### config.mk
export PLATFORM = sky130hd
export DESIGN_NAME = reg_file
export DESIGN_NICKNAME = d
export VERILOG_FILES = /design/src/rtl/reg_file.sv
export SDC_FILE = /design/constraint.sdc
export NUM_CORES = 1
export LEC_CHECK = 0
export BUFFER_PORTS_ARGS = -buffer_cell sky130_fd_sc_hd__buf_2
export CAP_MARGIN = 0
export CORE_AREA = 2 2 158 160
export CTS_BUF_LIST = sky130_fd_sc_hd__clkbuf_4 sky130_fd_sc_hd__clkbuf_8
export DETAILED_ROUTE_END_ITERATION = 8
export DIE_AREA = 0 0 160 162
export GPL_TIMING_DRIVEN = 0
export PLACE_DENSITY = 0.83
export SLEW_MARGIN = 40
export SYNTH_ARGS = -nofsm -noshare
export SYNTH_HDL_FRONTEND = slang
export SYNTH_SLANG_ARGS = --single-unit
### constraint.sdc
create_clock -name clk -period 1.8 [get_ports clk]
set_clock_uncertainty 0.15 [all_clocks]
set_input_delay 0.36 -clock clk [delete_from_list [all_inputs] [get_ports clk]]
set_output_delay 0.36 -clock clk [all_outputs]
set_load 0.005 [all_outputs]
### src/rtl/reg_file.sv
// reg_file: 2**ADDR_W x DATA_W register file, two combinational read ports, one synchronous write port.
// Latency: reads 0 cycles, writes visible after the edge; REG_FILE_BYPASS_EN forwards WriteData before it.
// Backpressure: none, every write and read completes unconditionally.
module reg_file #(
  parameter int DATA_W = 16,
  parameter int ADDR_W = 4
) (
  input  logic              clk,
  input  logic              rst,
  input  logic [ADDR_W-1:0] R1,
  input  logic [ADDR_W-1:0] R2,
  input  logic [ADDR_W-1:0] RD,
  input  logic              RegW,
  input  logic [DATA_W-1:0] WriteData,
  output logic [DATA_W-1:0] RO1,
  output logic [DATA_W-1:0] RO2
);

  localparam int NREG = 1 << ADDR_W;

  logic [DATA_W-1:0] regs_q [NREG];
  logic [DATA_W-1:0] regs_d [NREG];

  always_comb begin
    regs_d = regs_q;
    if (RegW) begin
      regs_d[RD] = WriteData;
    end
  end

  // Reset wins over a write in the same cycle.
  always_ff @(posedge clk) begin
    if (rst) begin
      for (int i = 0; i < NREG; i++) begin
        regs_q[i] <= '0;
      end
    end else begin
      regs_q <= regs_d;
    end
  end

`ifdef REG_FILE_BYPASS_EN
  logic fwd_en;

  always_comb begin
    fwd_en = RegW && !rst;
    RO1    = (fwd_en && (RD == R1)) ? WriteData : regs_q[R1];
    RO2    = (fwd_en && (RD == R2)) ? WriteData : regs_q[R2];
  end
`else
  always_comb begin
    RO1 = regs_q[R1];
    RO2 = regs_q[R2];
  end
`endif

endmodule

==> metrics, run 1 <==
CP required=1.29 ns; GRT Overall Usage=0.4410; first-pass GRT wire length=between 80000 and 90000 um; Die X=160 um; syn_area_per_cell=9.265 um2; Final Cell Area=between 15000 and 20000 um2; DP Cell Count=between 1500 and 2000; Worst-Skew Late Latency=0.55 ns; shortest period the worst path allows=~2.5 ns; violated checks=negative setup slack; PD cells=roughly 830 nW/um2; Slowest cell on crit path=mux4_2; CP max FO=3; Clock power frac=0.428; clock sink total=256; top routing layer used=met4; max-cap violation count=0; main area contributors after synthesis=dfxtp_1 (37%), mux4_2 (15%), nand3_1 (9.3%), a21oi_1 (9.3%), o21ai_0 (9.0%); worst setup path class=reg -> out; Post-layout nets=between 1500 and 2000; Comb pwr share=0.124; Slew headroom=0.3566; port bufs=40; # IOs=63; CTS buffer count=between 40 and 50; DR vias=14570; GPL Wtd Cong=slightly above 1; met1 wire length=19300 um; Critical Path Sink Type=output port; status=finished, violations left; RSZ-0062 raised after global routing=true; startpoint types=register; largest registers=regs_q (256); number of hold buffers added after cts=0; CTS root buf=clkbuf_8; Gate Count Post-Synth=approximately 1500; Fill cells=2038; worst-path cell chain=mux4_2 -> a22oi_2 -> nand2_1 -> buf_2; Synthesized Nets=between 1500 and 2000; number of global-route vias before repair=13860; share of cells above drive strength 1=0.2771; total iterations of the first detailed-routing run=7; # DRC=0; Area growth syn-to-layout=13.11%; Distinct cells, synth=28; die area=approximately 26000 um2; H-tree depth=2; routed wl met2=around 24000 um; initial core utilization=0.5746; post-route ant nets=0; Non-Filler Instances=a little under 2000; register share of total power=0.449; sw power=around 3800 uW; Synth top area share=0.3700; Netlist Area Pre-Place=~14000 um2; DR WL/cell=~30 um; initial DRC count=2667; CTS tree=built; clock buffer depth=3; area of placed instances=14500 um2; total gr overflow=0; initial antenna violation count=0; Seq/Total Area, Yosys=0.3700; # diodes=0; HP Class=in -> reg; crit share post-route=1.408; Setup violations, final=32; num rows=57; WL final=between 50000 and 60000 um; synth warn=0; HPWL Detailed=40740 um; switching part of the total=0.2930; f_max=0.3946 GHz; Crit path arrival time=roughly 2.0 ns; endpoints failing hold=0; final worst slack=-0.7342 ns; largest net degree at the start of global routing=13; WL met3=a little over 10000 um; max reg flops=between 200 and 300; vias per cell=between 7 and 8; Synth Register Bits=between 200 and 300; Internal=~9100 uW; cell type with the largest total area after synthesis=dfxtp_1; die boundary height=162 um; Clock transition at path regs=~0.070 ns; Total Power=~13000 uW; Crit path largest cell delay=0.48 ns; fin. max-slew vios=0; core area=approximately 24000 um2; Slew @ Worst Pin=between 0.9 and 1 ns; Static Leak=0.005162 uW; Max VDD drop=564.4 uV; Biggest register=regs_q
==> cells in the final DEF (no fill, tap or decap), types with 5 or more instances in the layout <==
master    Yosys  routed
nor2b_1       6       6
buf_1        16      13
clkbuf_1    121     108
buf_2        54      86
mux4_2       93     124
nand3_1     258     258
buf_8         1       5
clkbuf_4      0      14
nand2_1      33      31
clkbuf_8      0      50
o21ai_1       8       8
o21ai_0     248     248
a22oi_2       0      48
buf_12        3       9
a22oi_1      64      16
dfxtp_2       0      60
dfxtp_1     256     196
clkbuf_2      1      12
buf_4         9      17
a21oi_1     256     256
==> worst max-delay path, delay by kind of cell, from the launching register on <==
kind / cells / cell delay [ns]
AO/OA/AOI/OAI: 1 / 0.39
buffers and inverters: 1 / 0.14
flip-flops: 1 / 0.34
multiplexers: 1 / 0.48
AND/OR/NAND/NOR: 1 / 0.09
==> cell families (layout without fill, tap and decap cells) <==
| group | after synthesis | count (layout) | share of synthesized area |
|---|---|---|---|
| AOI/OAI and AO/OA | 576 | 576 | 0.2197 |
| muxes | 128 | 128 | 0.2176 |
| DFF | 256 | 256 | 0.3700 |
| and+or+nand+nor | 320 | 320 | 0.1173 |
| buffers and inverters | 215 | 326 | 0.07543 |
==> worst paths after layout <==
check,endpoint,depth (start not counted),slack (ns),start
min,regs_q[79],3,0.03,WriteData[15]
max,RO2[5],4,-0.73,regs_q[85]
max reg2reg,regs_q[246],2,0.86,regs_q[246]
min reg2reg,regs_q[1],2,0.33,regs_q[1]
==> synth_stat cells <==
| library cell | n |
|---|---|
| or3b_1 | 2 |
| and3b_1 | 4 |
| mux4_1 | 35 |
| a21oi_1 | 256 |
| dfxtp_1 | 256 |
| buf_4 | 9 |
| clkbuf_2 | 1 |
| nor2_1 | 2 |
| nand2_1 | 33 |
| buf_1 | 16 |
| clkbuf_1 | 121 |
| or2_1 | 1 |
| and3_1 | 2 |
| nor2_2 | 1 |
| nor2b_1 | 6 |
| buf_6 | 10 |
| buf_8 | 1 |
| buf_2 | 54 |
| o21ai_0 | 248 |
| o21ai_1 | 8 |
| nand3b_1 | 4 |
| nand3_1 | 258 |
| and2_1 | 3 |
| nor3b_2 | 2 |
| a22oi_1 | 64 |
| mux4_2 | 93 |
| buf_12 | 3 |
| nand2b_1 | 2 |
==> timing repair <==
item	CTS	global route
buffers inserted	1	0
setup endpoints to repair	32	32
hold endpoints to repair	0	0
gates resized for setup	105	40
pin swaps	35	9
==> metrics by stage <==
stage | hold WS [ns] | util | worst slack, ns | setup TNS [ns]
after CTS | 0.01512 | 0.6476 | -0.6457 | -18.24
after global placement | 0.3192 | 0.6015 | -0.8840 | -62.16
final | 0.02896 | 0.6499 | -0.7342 | -19.53
after floorplan | 0.3075 | - | -0.06334 | -1.894
after detailed placement | 0.3281 | 0.6015 | -0.9079 | -73.65
after global routing | 0.03328 | 0.6499 | -0.7239 | -19.79
==> cell type report <==
type / count / area, um2 / share of cell area
Clock inverter: 8 / 78.83 / 0.005032
Clock buffer: 64 / 793.3 / 0.05063
Multi-Input combinational cell: 1024 / 7816 / 0.4989
Timing Repair Buffer: 41 / 207.7 / 0.01326
Tap cell: 324 / 405.4 / 0.02588
Buffer: 213 / 1165 / 0.07436
Sequential cell: 256 / 5200 / 0.3319
==> layer usage <==
metal,vias to the layer above,GRT usage
met2,1554,0.6377
met4,0,0.2666
met5,-,0
met1,6875,0.5609
met3,343,0.1711
li1,5802,-
==> power groups by stage <==
stage | Clock [uW] | Combinational [uW] | Sequential, uW
after floorplan | 0 | 929 | 5890
after global placement | 0 | 1440 | 5910
after detailed placement | 0 | 1460 | 5920
after CTS | 5410 | 1500 | 5800
after global routing | 5690 | 1620 | 5810
final | 5530 | 1600 | 5800
(Power assumes the default switching activity.)
==> run 2, diff against run 1 <==
--- a/config.mk
+++ b/config.mk
@@ -13,6 +13,7 @@
 export DIE_AREA = 0 0 160 162
 export GPL_TIMING_DRIVEN = 0
 export PLACE_DENSITY = 0.83
+export SKIP_LAST_GASP = 1
 export SLEW_MARGIN = 40
 export SYNTH_ARGS = -nofsm -noshare
 export SYNTH_HDL_FRONTEND = slang
==> run 2 against run 1 <==
- the flow still finishes with violations (negative setup slack)
- register-to-register slack barely moved
- power barely moved
- sequential power barely moved
- via count rose by 0.45%
- clock power barely moved
- global-route usage barely moved
- combinational power barely moved
- routed wire length rose by 0.36%
- die area did not move
- utilization fell by 0.19 points
- non-clock buffer count did not move
- cell area fell by 0.29%
==> metrics, run 2 (same netlist as run 1, synthesis figures left out) <==
Worst-Skew Late Latency=0.55 ns (about the same); clock buffer depth=3 (unchanged); DR WL/cell=30.05 um (+0.36%); # DRC=0 (unchanged); number of global-route vias before repair=13890 (+0.23%); RSZ-0062 raised after global routing=true; Area growth syn-to-layout=12.78%; WL final=58000 um (+0.36%); endpoints failing hold=0 (unchanged); Total Power=12930 uW (about the same); fin. max-slew vios=0 (unchanged); Final Cell Area=15620 um2 (-0.29%); status=finished, violations left; max-cap violation count=0 (unchanged); die area=25920 um2 (unchanged); first-pass GRT wire length=85590 um (about the same); Slew @ Worst Pin=0.9837 ns (+0.01851 ns); total gr overflow=0 (unchanged); HP Class=in -> reg; shortest period the worst path allows=2.514 ns (-0.01978 ns); Max VDD drop=556.9 uV (-1.3%); initial antenna violation count=0 (unchanged); core area=24110 um2 (unchanged); PD cells=827.7 nW/um2 (+0.22%); die boundary height=162 um (unchanged); Critical Path Sink Type=output port; most frequent cells in the layout=nand3_1 (258), a21oi_1 (256), o21ai_0 (248); Setup violations, final=32 (unchanged); post-route ant nets=0 (unchanged); DR vias=14640 (+0.45%); Die X=160 um (unchanged); Post-layout nets=1612 (unchanged); vias per cell=7.585 (+0.45%); GRT Overall Usage=0.4408 (about the same); TNS Setup=-19.63 ns (-0.09620 ns); max reg flops=256 (unchanged); Static Leak=0.005144 uW (-0.36%); CTS buffer count=45 (unchanged); initial core utilization=0.5746 (unchanged); # IOs=63 (unchanged); Slew headroom=0.3442 (-0.01234); CTS root buf=clkbuf_8; Clock transition at path regs=0.06 ns (about the same); H-tree depth=2 (unchanged); number of hold buffers added after cts=0 (unchanged); Crit path arrival time=2.00 ns (-0.02 ns); area of placed instances=14500 um2 (unchanged); final worst slack=-0.7144 ns (+0.01978 ns); crit share post-route=1.397 (-0.01099); f_max=0.3977 GHz (+0.79%); CP max FO=3 (unchanged); clock sink total=256 (unchanged); startpoint types=register; HPWL Detailed=40740 um (unchanged); num rows=57 (unchanged); largest registers=regs_q (256); share of cells above drive strength 1=0.2547 (-0.02242); total iterations of the first detailed-routing run=7 (unchanged); Biggest register=regs_q; worst setup path class=reg -> out; pre-CTS setup slack=-0.9079 ns (unchanged); CTS tree=built; # diodes=0 (unchanged); port bufs=40 (unchanged); initial DRC count=2666 (-0.037%); GPL Wtd Cong=1.024 (unchanged); Hold Slack=0.03189 ns (+0.002923 ns); largest net degree at the start of global routing=13 (unchanged); CP required=1.29 ns (about the same); violated checks=negative setup slack; most common cell after layout, fill and taps aside=nand3_1
## run 2: cell count changes in the layout (fill, tap and decap cells not counted)
cell and delta:
clkbuf_2 +1, dfxtp_1 +36, dfxtp_2 -36, buf_2 -1
## run 2: worst paths after layout
kind | startpoint | end | slack [ns] | depth (start not counted)
hold / removal | WriteData[1] | regs_q[241] | 0.03 | 3
hold reg to reg | regs_q[18] | regs_q[18] | 0.34 | 2
setup reg to reg | regs_q[154] | regs_q[154] | 0.86 | 3
setup / recovery | regs_q[101] | RO2[5] | -0.71 | 4
## run 2: stage by stage
stage,util,instances
floorplan,-,1495
CTS,0.6468,1931
global placement,0.6015,1859
finish,0.6480,1930
detailed placement,0.6015,1859
global route,0.6480,1930
## run 2: routing by layer
metal / part of all wire / vias to the layer above / track usage
met2: 0.41 / 1550 / 0.6316
met3: 0.18 / 351 / 0.1788
met1: 0.33 / 6933 / 0.5581
met4: 0.074 / 0 / 0.2723
li1: - / 5806 / -
met5: 0 / - / 0
## run 2: repair_timing
action,CTS,global route
setup buffers,1,0
setup endpoints to repair,32,32
endpoints found under the hold margin,0,0
gates resized for setup,88,20
pin swaps,35,8
## run 2: area by class of cell
cell class,count,area [um2]
well taps,324,405.4
clock inverters,8,78.83
repair buffers,41,207.7
fillers,2038,8484
clock buffers,64,793.3
flip-flops and latches,256,5155
multi-input cells,1024,7816
plain buffers,213,1165
## run 2: worst max-delay path: stages (launching register included)
cell and delay, ns:
dfxtp_1 0.34, mux4_2 0.48, a22oi_2 0.38, nand2_1 0.09, buf_2 0.13
## run 2: power breakdown
part | switching (uW) | internal (uW)
clock | 2560 | 2960
sequential | 60.3 | 5740
combinational | 1170 | 444
==> run 3, diff against run 2 <==
--- a/config.mk
+++ b/config.mk
@@ -5,7 +5,7 @@
 export SDC_FILE = /design/constraint.sdc
 export NUM_CORES = 1
 export LEC_CHECK = 0
-export BUFFER_PORTS_ARGS = -buffer_cell sky130_fd_sc_hd__buf_2
+export BUFFER_PORTS_ARGS = -buffer_cell sky130_fd_sc_hd__buf_4
 export CAP_MARGIN = 0
 export CORE_AREA = 2 2 158 160
 export CTS_BUF_LIST = sky130_fd_sc_hd__clkbuf_4 sky130_fd_sc_hd__clkbuf_8
@@ -13,6 +13,7 @@
 export DIE_AREA = 0 0 160 162
 export GPL_TIMING_DRIVEN = 0
 export PLACE_DENSITY = 0.83
+export REMOVE_ABC_BUFFERS = 1
 export SKIP_LAST_GASP = 1
 export SLEW_MARGIN = 40
 export SYNTH_ARGS = -nofsm -noshare
==> run 3 against run 2 <==
- the run still ends with negative setup slack left
- worst hold slack got worse by 0.023 ns
- die area unchanged
- sequential cell count unchanged
- routed wire length decreased by 15%
- utilization increased by 1.1 points
- first-iteration DRC count decreased by 5.0%
- maximum frequency increased by 5.1%
- clock power about the same
- non-clock buffer count decreased by 137
- cell area increased by 1.8%
- combinational power about the same
- power decreased by 0.19%
- critical path type unchanged
==> metrics, run 3 (same netlist as run 1, synthesis figures left out) <==
CP required=1.29 ns (about the same); Slew @ Worst Pin=0.7531 ns (-0.2306 ns); GRT Overall Usage=0.3691 (-0.07160); initial core utilization=0.5746 (unchanged); Multi-input gate area=7944 um2 (+1.6%); die area=25920 um2 (unchanged); most frequent cells in the layout=nand3_1 (256), a21oi_1 (256), o21ai_0 (248); number of global-route vias before repair=13720 (-1.2%); CTS root buf=clkbuf_8; # diodes=0 (unchanged); largest net degree at the start of global routing=100 (+87); f_max=0.4179 GHz (+5.1%); share of cells above drive strength 1=0.2757 (+0.02103); endpoints failing hold=0 (unchanged); Fill cells=1836 (-9.9%); area of placed instances=14620 um2 (+0.83%); clock sink total=256 (unchanged); PD cells=811.8 nW/um2 (-1.9%); worst min-delay path startpoint=WriteData[1]; Slowest cell on crit path=mux4_2; HPWL Detailed=26340 um (-35%); startpoint types=register; max reg flops=256 (unchanged); Critical Path Sink Type=output port; die boundary height=162 um (unchanged); DR WL/cell=27.40 um (-8.8%); num rows=57 (unchanged); DP Cell Count=1710 (-8.0%); Non-Filler Instances=1793 (-7.1%); CTS tree=built; DR vias=13680 (-6.6%); Final Cell Area=15900 um2 (+1.8%); # DRC=0 (unchanged); shortest period the worst path allows=2.393 ns (-0.1217 ns); total iterations of the first detailed-routing run=7 (unchanged); status=finished, violations left; Crit path largest cell delay=0.51 ns (+0.03 ns); Worst-Skew Late Latency=0.57 ns (+0.02 ns); GPL Wtd Cong=0.7900 (-23%); CP max FO=3 (unchanged); clock buffer depth=3 (unchanged); port bufs=62 (+55%); worst-path cell chain=mux4_2 -> a22oi_2 -> nand2_2 -> buf_6; Worst R2R Setup Slack=0.83 ns (-0.03 ns); # IOs=63 (unchanged); final worst slack=-0.5927 ns (+0.1217 ns); WL final=49120 um (-15%); H-tree depth=2 (unchanged); Area growth syn-to-layout=14.77%; fin util=0.6595 (+0.01142); Total Power=12910 uW (-0.19%); worst r2r src=regs_q[82]; register area=5156 um2 (about the same); first-pass GRT wire length=74830 um (-13%); core area=24110 um2 (unchanged); Slew headroom=0.4980 (+0.1537); vias per cell=7.630 (+0.59%); Static Leak=0.005162 uW (+0.35%); Max VDD drop=603.1 uV (+8.3%); TNS Setup=-16.30 ns (+3.326 ns); Die X=160 um (unchanged); CTS buffer count=43 (-4.4%); initial antenna violation count=0 (unchanged); total gr overflow=0 (unchanged); initial DRC count=2532 (-5.0%); Clock transition at path regs=0.06 ns (about the same); crit share post-route=1.329 (-0.06762); worst setup path class=reg -> out; Setup violations, final=32 (unchanged); Biggest register=regs_q; Hold Crit Endpoint=regs_q[129]; RSZ-0062 raised after global routing=true; HP Class=in -> reg; cell count of the worst reg-to-reg path=2 (-1); largest registers=regs_q (256); violated checks=negative setup slack; max-cap violation count=0 (unchanged); post-route ant nets=0 (unchanged); Hold Path Cell Cnt=3 (unchanged); Post-layout nets=1473 (-8.6%); Crit path arrival time=1.88 ns (-0.12 ns); fin. max-slew vios=0 (unchanged); Crit Reg-Reg Endpoint=regs_q[82]
run 3: cell count changes in the layout (fill, tap and decap cells not counted), sizes merged:
cell | before | now
buf | 133 | 106
clkinvlp | 3 | 1
inv | 1 | 0
bufbuf | 0 | 2
clkbuf | 185 | 67
dlygate4sd3 | 0 | 9
run 3: worst max-delay path by stage:
stage                   to  depth (start not counted)        start
6_report            RO1[7]                          4  regs_q[247]
5_1_grt            RO1[10]                          4  regs_q[218]
4_1_cts             RO1[0]                          4   regs_q[64]
3_5_place_dp        RO1[0]                          5        R1[0]
3_3_place_gp   regs_q[149]                          4        RD[2]
2_1_floorplan  regs_q[144]                          3        RD[0]
run 3: area by class of cell:
type | instances | area share
clock inverter | 5 | 0.003306
timing repair buffer | 117 | 0.09422
multi-input combinational | 1024 | 0.4997
tap | 324 | 0.02550
sequential | 256 | 0.3244
clock buffer | 67 | 0.05289
run 3: worst max-delay path: cells and delay by family, from the launching register on:
kind / cells / cell delay [ns]
compound gates: 1 / 0.23
flops: 1 / 0.33
simple gates: 1 / 0.12
mux: 1 / 0.51
buf+inv: 1 / 0.13
run 3: stage by stage:
step / setup slack [ns] / hold WS [ns]
after floorplan: -1.234 / 0.2791
after global placement: -3.520 / 0.3165
after detailed placement: -0.9903 / 0.3265
after CTS: -0.5738 / 0.0001606
after global routing: -0.5919 / 0.01642
final: -0.5927 / 0.009206
run 3: what timing repair did:
action | 4_1_cts | 5_1_grt
pin swaps | 69 | 5
resized for setup | 99 | 21
gates cloned | 2 | 0
hold buffers | 9 | 0
setup endpoints to repair | 32 | 32
hold endpoints to repair | 39 | 0
buffers inserted | 0 | 0
run 3: power breakdown:
part | leakage (uW) | switching, uW | internal, uW
Sequential | 0.00208 | 52.1 | 5740
Clock | 0.000474 | 2410 | 3090
Combinational | 0.00261 | 1070 | 537
Total | 0.00516 | 3540 | 9370
run 3: layer usage:
metal | wire length, um | track usage
met5 | 0 | 0
met4 | 3520 | 0.2711
met3 | 7386 | 0.1131
met2 | 22360 | 0.5730
met1 | 15860 | 0.4362
